$ cat src/rtl/memoria_pkg.sv
// Shared types and helpers for the memoria_sync word memory.
package memoria_pkg;

   typedef enum logic {
      ST_CLEAR,
      ST_RUN
   } state_t;

   localparam int RD_LAT_MIN = 1;
   localparam int RD_LAT_MAX = 3;

   // Widest word the byte-merge helper handles; callers zero-extend and truncate.
   localparam int MERGE_W    = 256;
   localparam int MERGE_BE_W = MERGE_W / 8;

   function automatic logic [MERGE_W-1:0] merge_bytes(
      input logic [MERGE_W-1:0]    old_data,
      input logic [MERGE_W-1:0]    new_data,
      input logic [MERGE_BE_W-1:0] be
   );
      logic [MERGE_W-1:0] res;
      res = old_data;
      for (int i = 0; i < MERGE_BE_W; i++) begin
         if (be[i]) begin
            res[8*i +: 8] = new_data[8*i +: 8];
         end
      end
      return res;
   endfunction

endpackage

$ cat src/rtl/memoria_rsp_pipe.sv
// Fixed-latency response shift register carrying {valid, err, rdata}.
// Idle stages hold zeros so the output never shows stale data.
module memoria_rsp_pipe #(
   parameter int DATA_W = 32,
   parameter int STAGES = 1
) (
   input  logic              clk,
   input  logic              rst_n,
   input  logic              in_valid,
   input  logic              in_err,
   input  logic [DATA_W-1:0] in_rdata,
   output logic              out_valid,
   output logic              out_err,
   output logic [DATA_W-1:0] out_rdata
);

   logic [STAGES-1:0] vld;
   logic [STAGES-1:0] err;
   logic [DATA_W-1:0] dat [STAGES];

   always_ff @(posedge clk or negedge rst_n) begin
      if (!rst_n) begin
         vld <= '0;
         err <= '0;
         for (int i = 0; i < STAGES; i++) begin
            dat[i] <= '0;
         end
      end else begin
         vld[0] <= in_valid;
         err[0] <= in_valid & in_err;
         dat[0] <= in_valid ? in_rdata : '0;
         for (int i = 1; i < STAGES; i++) begin
            vld[i] <= vld[i-1];
            err[i] <= err[i-1];
            dat[i] <= dat[i-1];
         end
      end
   end

   assign out_valid = vld[STAGES-1];
   assign out_err   = err[STAGES-1];
   assign out_rdata = dat[STAGES-1];

endmodule

$ cat src/rtl/memoria_sync.sv
// Single-port synchronous word memory with valid/ready requests, byte-lane
// writes, fixed-latency in-order responses and a post-reset clear sequencer.
//
//   state    | meaning
//   ---------+-----------------------------------------------------------
//   ST_CLEAR | writing zero to word clr_cnt each cycle; requests ignored
//   ST_RUN   | accepting one request per cycle until the next reset
module memoria_sync
   import memoria_pkg::*;
#(
   parameter int DATA_W         = 32,
   parameter int ADDR_W         = 10,
   parameter int DEPTH          = 128,
   parameter int RD_LAT         = 1,
   parameter int CLEAR_ON_RESET = 1
) (
   input  logic                clk,
   input  logic                rst_n,
   input  logic                req_valid,
   output logic                req_ready,
   input  logic                req_write,
   input  logic [ADDR_W-1:0]   req_addr,
   input  logic [DATA_W-1:0]   req_wdata,
   input  logic [DATA_W/8-1:0] req_be,
   output logic                rsp_valid,
   output logic [DATA_W-1:0]   rsp_rdata,
   output logic                rsp_err,
   output logic                busy
);

   localparam int               IDX_W     = (DEPTH > 1) ? $clog2(DEPTH) : 1;
   localparam logic [IDX_W-1:0] LAST_IDX  = IDX_W'(DEPTH - 1);
   localparam logic [ADDR_W:0]  DEPTH_LIM = (ADDR_W + 1)'(DEPTH);

   if (RD_LAT < RD_LAT_MIN || RD_LAT > RD_LAT_MAX || (DATA_W % 8) != 0 ||
       DATA_W > MERGE_W || DEPTH < 1 || DEPTH > (2 ** ADDR_W)) begin : g_bad_param
      $error("memoria_sync: illegal parameter combination");
   end

   state_t            state;
   logic [IDX_W-1:0]  clr_cnt;
   logic [DATA_W-1:0] mem [DEPTH];

   logic              accept;
   logic              in_range;
   logic [IDX_W-1:0]  idx;
   logic [DATA_W-1:0] rd_word;
   logic [DATA_W-1:0] merged;
   logic              mem_we;
   logic [IDX_W-1:0]  mem_addr;
   logic [DATA_W-1:0] mem_wdata;
   logic [DATA_W-1:0] pipe_rdata;

   assign accept   = req_valid && req_ready;
   assign in_range = {1'b0, req_addr} < DEPTH_LIM;
   assign idx      = IDX_W'(req_addr);
   assign rd_word  = in_range ? mem[idx] : '0;
   assign merged   = DATA_W'(merge_bytes(MERGE_W'(rd_word), MERGE_W'(req_wdata),
                                         MERGE_BE_W'(req_be)));

   // The clear sequencer owns the single write port while it runs.
   always_comb begin
      mem_we    = 1'b0;
      mem_addr  = idx;
      mem_wdata = merged;
      if (state == ST_CLEAR) begin
         mem_we    = 1'b1;
         mem_addr  = clr_cnt;
         mem_wdata = '0;
      end else if (accept && req_write && in_range) begin
         mem_we = 1'b1;
      end
   end

   always_ff @(posedge clk) begin
      if (mem_we) begin
         mem[mem_addr] <= mem_wdata;
      end
   end

   always_ff @(posedge clk or negedge rst_n) begin
      if (!rst_n) begin
         state     <= (CLEAR_ON_RESET != 0) ? ST_CLEAR : ST_RUN;
         clr_cnt   <= '0;
         busy      <= (CLEAR_ON_RESET != 0);
         req_ready <= 1'b0;
      end else begin
         case (state)
            ST_CLEAR: begin
               if (clr_cnt == LAST_IDX) begin
                  state     <= ST_RUN;
                  clr_cnt   <= '0;
                  busy      <= 1'b0;
                  req_ready <= 1'b1;
               end else begin
                  clr_cnt <= clr_cnt + 1'b1;
               end
            end
            ST_RUN: begin
               busy      <= 1'b0;
               req_ready <= 1'b1;
            end
            default: begin
               state <= ST_RUN;
            end
         endcase
      end
   end

   assign pipe_rdata = (!req_write && in_range) ? rd_word : '0;

   memoria_rsp_pipe #(
      .DATA_W (DATA_W),
      .STAGES (RD_LAT)
   ) u_rsp_pipe (
      .clk       (clk),
      .rst_n     (rst_n),
      .in_valid  (accept),
      .in_err    (!in_range),
      .in_rdata  (pipe_rdata),
      .out_valid (rsp_valid),
      .out_err   (rsp_err),
      .out_rdata (rsp_rdata)
   );

endmodule

$ cat config.mk
export PLATFORM = sky130hd
export DESIGN_NAME = memoria_sync
export DESIGN_NICKNAME = d
export VERILOG_FILES = /design/src/rtl/memoria_pkg.sv /design/src/rtl/memoria_rsp_pipe.sv /design/src/rtl/memoria_sync.sv
export SDC_FILE = /design/constraint.sdc
export NUM_CORES = 2
export LEC_CHECK = 0
export ABC_AREA = 1
export ABC_CLOCK_PERIOD_IN_PS = 12290
export CAP_MARGIN = 20
export CELL_PAD_IN_SITES_DETAIL_PLACEMENT = 1
export CELL_PAD_IN_SITES_GLOBAL_PLACEMENT = 1
export CORE_UTILIZATION = 40
export CTS_BUF_LIST = sky130_fd_sc_hd__clkbuf_4 sky130_fd_sc_hd__clkbuf_8
export CTS_CLUSTER_DIAMETER = 30
export CTS_CLUSTER_SIZE = 30
export DETAILED_ROUTE_END_ITERATION = 8
export GPL_ROUTABILITY_DRIVEN = 0
export PLACE_DENSITY_LB_ADDON = 0.05
export SYNTH_ARGS = -nofsm -noshare
export SYNTH_HDL_FRONTEND = slang
export SYNTH_SLANG_ARGS = --single-unit
$ cat constraint.sdc
create_clock -name clk -period 12.29 [get_ports clk]
set_input_delay 2.458 -clock clk [delete_from_list [all_inputs] [get_ports clk]]
set_output_delay 2.458 -clock clk [all_outputs]
set_load 0.02 [all_outputs]
-- After elaboration in Yosys (flattened, before gate mapping)
Memory sizes are Yosys's and may differ from the RTL's.
Index checks and enable logic that the tools add are counted.
- register bits: 44
- RAM bits: 4096
- input bits: 50
- output and inout port bits: 36
- word-level logic and storage cells: 40
- memories kept: 1
- $add $sub $neg: 1
- order comparisons: 1
- equal/unequal tests: 2
- muxes and demuxes: 20
- bitwise logic cells: 2
- reduce and logical (&&, ||, !) cells: 6
- memories (memory ; words ; width ; rd ports ; clocked after Yosys merged registers in ; wr ports ; RTL line ; source):
    mem ; 128 ; 32 ; 1 ; 0 ; 1 ; memoria_sync.sv:42 ; logic [DATA_W-1:0] mem [DEPTH];
- operator list (operator ; count):
    two-way mux 32 bit ; 4
    two-way mux 8 bit ; 4
    two-way mux 7 bit ; 2
    less-than comparator 10 x 8 -> 1 bit, second input constant ; 1
    two-way mux 1 bit ; 8
    adder 7 x 1 -> 7 bit, second input constant ; 1
    == test 7 bit, second input constant ; 1
    logical AND 1 bit ; 4
    case mux 1 bit (2 select lines) ; 2
    logical NOT 1 bit ; 2
    != test 2 x 1 -> 1 bit, second input constant ; 1
    bitwise AND 1 bit ; 1
    inverter 1 bit ; 1

-- Logic depth before layout (Yosys ltp)
- depth in word-level cells: 7
- mapped depth: 15
- gate-level depth less buffers: 11

-- Modules after synthesis
A second synthesis with hierarchy kept.
- cell total of the unflattened synthesis: 13677
- area total of the unflattened synthesis: 166708.6 µm²
- modules (own cells, without submodules) (module ; instances ; cells each ; area each (µm²) ; sequential area each (µm²)):
    memoria_sync ; 1 ; 13573 ; 165536.3 ; 123249.5
    memoria_rsp_pipe ; 1 ; 104 ; 1172.4 ; 850.8

-- Least setup slack after synthesis
Ideal clock, no wire load.
- path type: input to register
- start point: in req_addr[0]
- end point: mem mem[0][10] (data pin)
- library setup time: 0.891 ns
- arrival time: 7.120 ns
- data required time: 11.399 ns
- slack: 4.279 ns
- stages: 15
- path buffers: 4
- cell sequence: buf_6 -> inv_4 -> buf_6 -> buf_6 -> buf_6 -> nand2_1 -> nand3_1 -> nand3_1 -> nand3_1 -> nand3_1 -> nand3_1 -> nand3_1 -> nand2_1 -> nand2_1 -> a21oi_1
- word-level cells in the longest chain between the ends: 4
- elaborated cells between the ends (all ways): 5
- classes of those cells: 1 x order compare; 3 x mux; 1 x memory
- ends and longest elaborated chain (item ; RTL line ; source):
    start: declaration ; memoria_sync.sv:22 ; input logic [ADDR_W-1:0] req_addr,
    memory (128 x 32 bit) / less-than comparator 10 x 8 -> 1 bit (equally long branches) ; n/a ;
    two-way mux 32 bit (*) ; memoria_sync.sv:57 ; assign rd_word = in_range ? mem[idx] : '0;
    two-way mux 8 bit (*) ; memoria_pkg.sv:24 ; if (be[i]) begin
    two-way mux 32 bit (*) ; memoria_sync.sv:66 ; if (state == ST_CLEAR) begin
    named net mem_wdata[10] ; memoria_sync.sv:51 ; logic [DATA_W-1:0] mem_wdata;
    end: declaration ; memoria_sync.sv:42 ;
The timed path passes the listed nets; every way through them passes the cells marked *.

-- Worst setup path in the final report
- start point: in req_addr[0]
- end point: mem mem[67][19] (data pin)
Same word-level chain as after synthesis.

==> flow_summary.ini <==
[global_routing]
antenna_found_initial = 33
grt-ovfl-total = 0
grt_usage = 0.285
grt_pass1_wl_um = 863000
grt_max_degree = 177
grt_pass1_vias = 120000

[synth]
yosys.cell_types.count = 23
synth-simple-area-share = 0.220
ys_ff_latch = 4140
synth_edf_count = 4096
synth_seq_area_share = 0.745
synth-xor-area-share = 0.000210
synth_ff_type = edfxtp_1
synth_top_family_by_area = simple AND/OR/NAND/NOR gates
synth_area_um2 = 167000
netlist_instances = 13600
synthMuxAreaShare = 0
postSynthAreaPerCell_um2 = 12.2
synth_fa_ha_area_frac = 0.0000751
synth-async-reset-ratio = 0.0106
synthesis.nets = 13700
synth-compound-area-share = 0.00230
synth_warnings = 0

[floorplanning]
die_y_um = 647
die_width_um = 647
core_um2 = 414000
start_util = 0.402
dieArea_um2 = 419000
ioPinCount = 86
fp-row-count = 236

[clock_tree]
cts_resized = 0
clockBufferDepth = 4
cts_setup_buffers = 0
insertion_delay_ns = 1.30
clkSlewWorstSetupHoldPaths_ns = 0.05
cts_tree = done
clock-sinks = 4140
htree_levels = 6
cts-root-buf = clkbuf_8
cts_hold_buf = 0
numCtsBuffers = 943

[detailed_routing]
routed.top_layer = met5
routed_wl_um = 605000
vias = 115000
antenna_left = 0
drtIter0Drc = 9807
dr.pass1.iters = 5
m1WireLength_um = 264000
wl_per_cell_um = 29.7
wl_met3_um = 30500
via_per_inst = 5.65
drc = 0
wl_met2_um = 288000

[pwr]
power_w = 0.0349
p_leak_nw = 66.6
powerDensity_nw_per_um2 = 178
ir_worst_vdd_v = 0.000126

[critical_path]
critPathCaptureType = register
start_kind = input pin
critPathSlowestCell = buf_4
max_stage_delay_ns = 0.83
crit_chain = buf_16 -> buf_12 -> inv_16 -> buf_4 -> buf_12 -> nand2_1 -> nand3_1 -> nand3_1 -> nand3_1 -> nand3_1 -> nand3_1 -> nand3_1 -> nand2_1 -> nand2_1 -> a21oi_4 -> buf_4 -> buf_4
worstPathRequired_ns = 13.22
r2r_cells = 12
critPathMaxFanout = 173
critPathKind = input pin to register
cp_common_cell = nand3_1
arrival_ns = 8.56

[timing]
rsz0062_at_grt = no
drv_slew = 0
hold_viol = 0
fmax_mhz = 131
slew_headroom = 0.114
fin_worst_skew_ns = 0.0786
setup_viol = 0
worst_slew_pin_slew_ns = 1.32
period_needed_ns = 7.63
final_min_period_over_clock_period = 0.620
fin_setup_tns_ns = 0

[placed_design]
hpwl_um = 314000
portBuffers = 85

[hold_path]
worstHoldPathType = register to register
whs_path_depth = 2

[finish]
final_cell_mix = nand2_1, edfxtp_1, nand3_1
area.growth.synth_to_final_pct = 17.5
final_common_cell = nand2_1
final_core_util = 0.473
post_route_cells_drive_above_1_share = 0.145
nets = 14100

[outcome]
status = finished, final reports clean

[flow_run]
cap_violations = 0
cells by family after synthesis:
| family | Yosys count |
|---|---|
| AOI/OAI and AO/OA | 76 |
| xor gates and xnor gates | 4 |
| adders and majority gates | 1 |
| buffers and inverters | 964 |
| DFF | 4140 |
| and+or+nand+nor | 8424 |
synth_stat cells, types with 2 or more instances:
cell type / instances / area share
a21oi_1: 36 / 0.0011
buf_1: 95 / 0.0021
buf_2: 455 / 0.014
buf_4: 65 / 0.0029
buf_6: 128 / 0.0087
clkbuf_1: 182 / 0.0041
dfrtp_1: 43 / 0.0065
edfxtp_1: 4096 / 0.74
inv_1: 35 / 0.00079
inv_4: 2 / 0.000075
nand2_1: 4196 / 0.095
nand3_1: 4037 / 0.12
nor2_1: 187 / 0.0042
o21ai_0: 38 / 0.0011
o22ai_1: 2 / 0.000075
or2_2: 2 / 0.000075
xor2_1: 4 / 0.00021
critical path: cells and delay by family:
kind | cells | cell delay (ns)
simple gates | 9 | 1.35
buf+inv | 7 | 3.79
compound gates | 1 | 0.16
registers in the layout, summed over array words and instances (netlist names):
name and count:
mem 4096, u_rsp_pipe.out_valid 1, req_ready 1, state 1, u_rsp_pipe.out_rdata 32, busy 1, u_rsp_pipe.out_err 1, clr_cnt 7
metal layers:
metal / GRT usage / up-vias
li1: - / 50000
met1: 0.387 / 60600
met2: 0.468 / 3586
met3: 0.0356 / 955
met4: 0.110 / 8
met5: 0 / -
stage by stage:
stage | setup WS [ns] | hold slack (ns) | instances | area (um2)
after floorplan | 4.28 | 0.459 | 13600 | 167000
after global placement | 3.59 | 0.446 | 18600 | 174000
after detailed placement | 3.60 | 0.446 | 18600 | 174000
after CTS | 4.97 | 0.454 | 20400 | 196000
after global routing | 4.69 | 0.481 | 20400 | 196000
final | 4.66 | 0.456 | 20400 | 196000
final timing paths:
kind	from	end	slack, ns
worst min register to register	busy	busy	0.46
min in group asynchronous	rst_n	u_rsp_pipe.out_rdata[25]	1.34
worst min-delay path	busy	busy	0.46
worst max register to register	mem[47][23]	mem[14][23]	7.57
worst max-delay path	req_addr[0]	mem[67][19]	4.66
max in group asynchronous	rst_n	clr_cnt[5]	10.39
layout make-up:
cell class / instances / area, um2
Clock inverter: 705 / 7850
Multi-Input combinational cell: 8505 / 38500
Tap cell: 5474 / 6850
Inverter: 39 / 199
Antenna cell: 39 / 97.6
Clock buffer: 1074 / 14100
Sequential cell: 4140 / 124000
Timing Repair Buffer: 421 / 4090
Fill cell: 42600 / 218000
power breakdown:
group | leakage (nW) | total, W | switching [W] | internal (W)
registers | 29.0 | 0.0153 | 0 | 0.0153
logic | 26.6 | 0.00166 | 0.00125 | 0.000413
clock network | 11.0 | 0.0179 | 0.00690 | 0.0110
total | 66.6 | 0.0349 | 0.00815 | 0.0267
No activity file was read; power rests on OpenSTA's default activity.
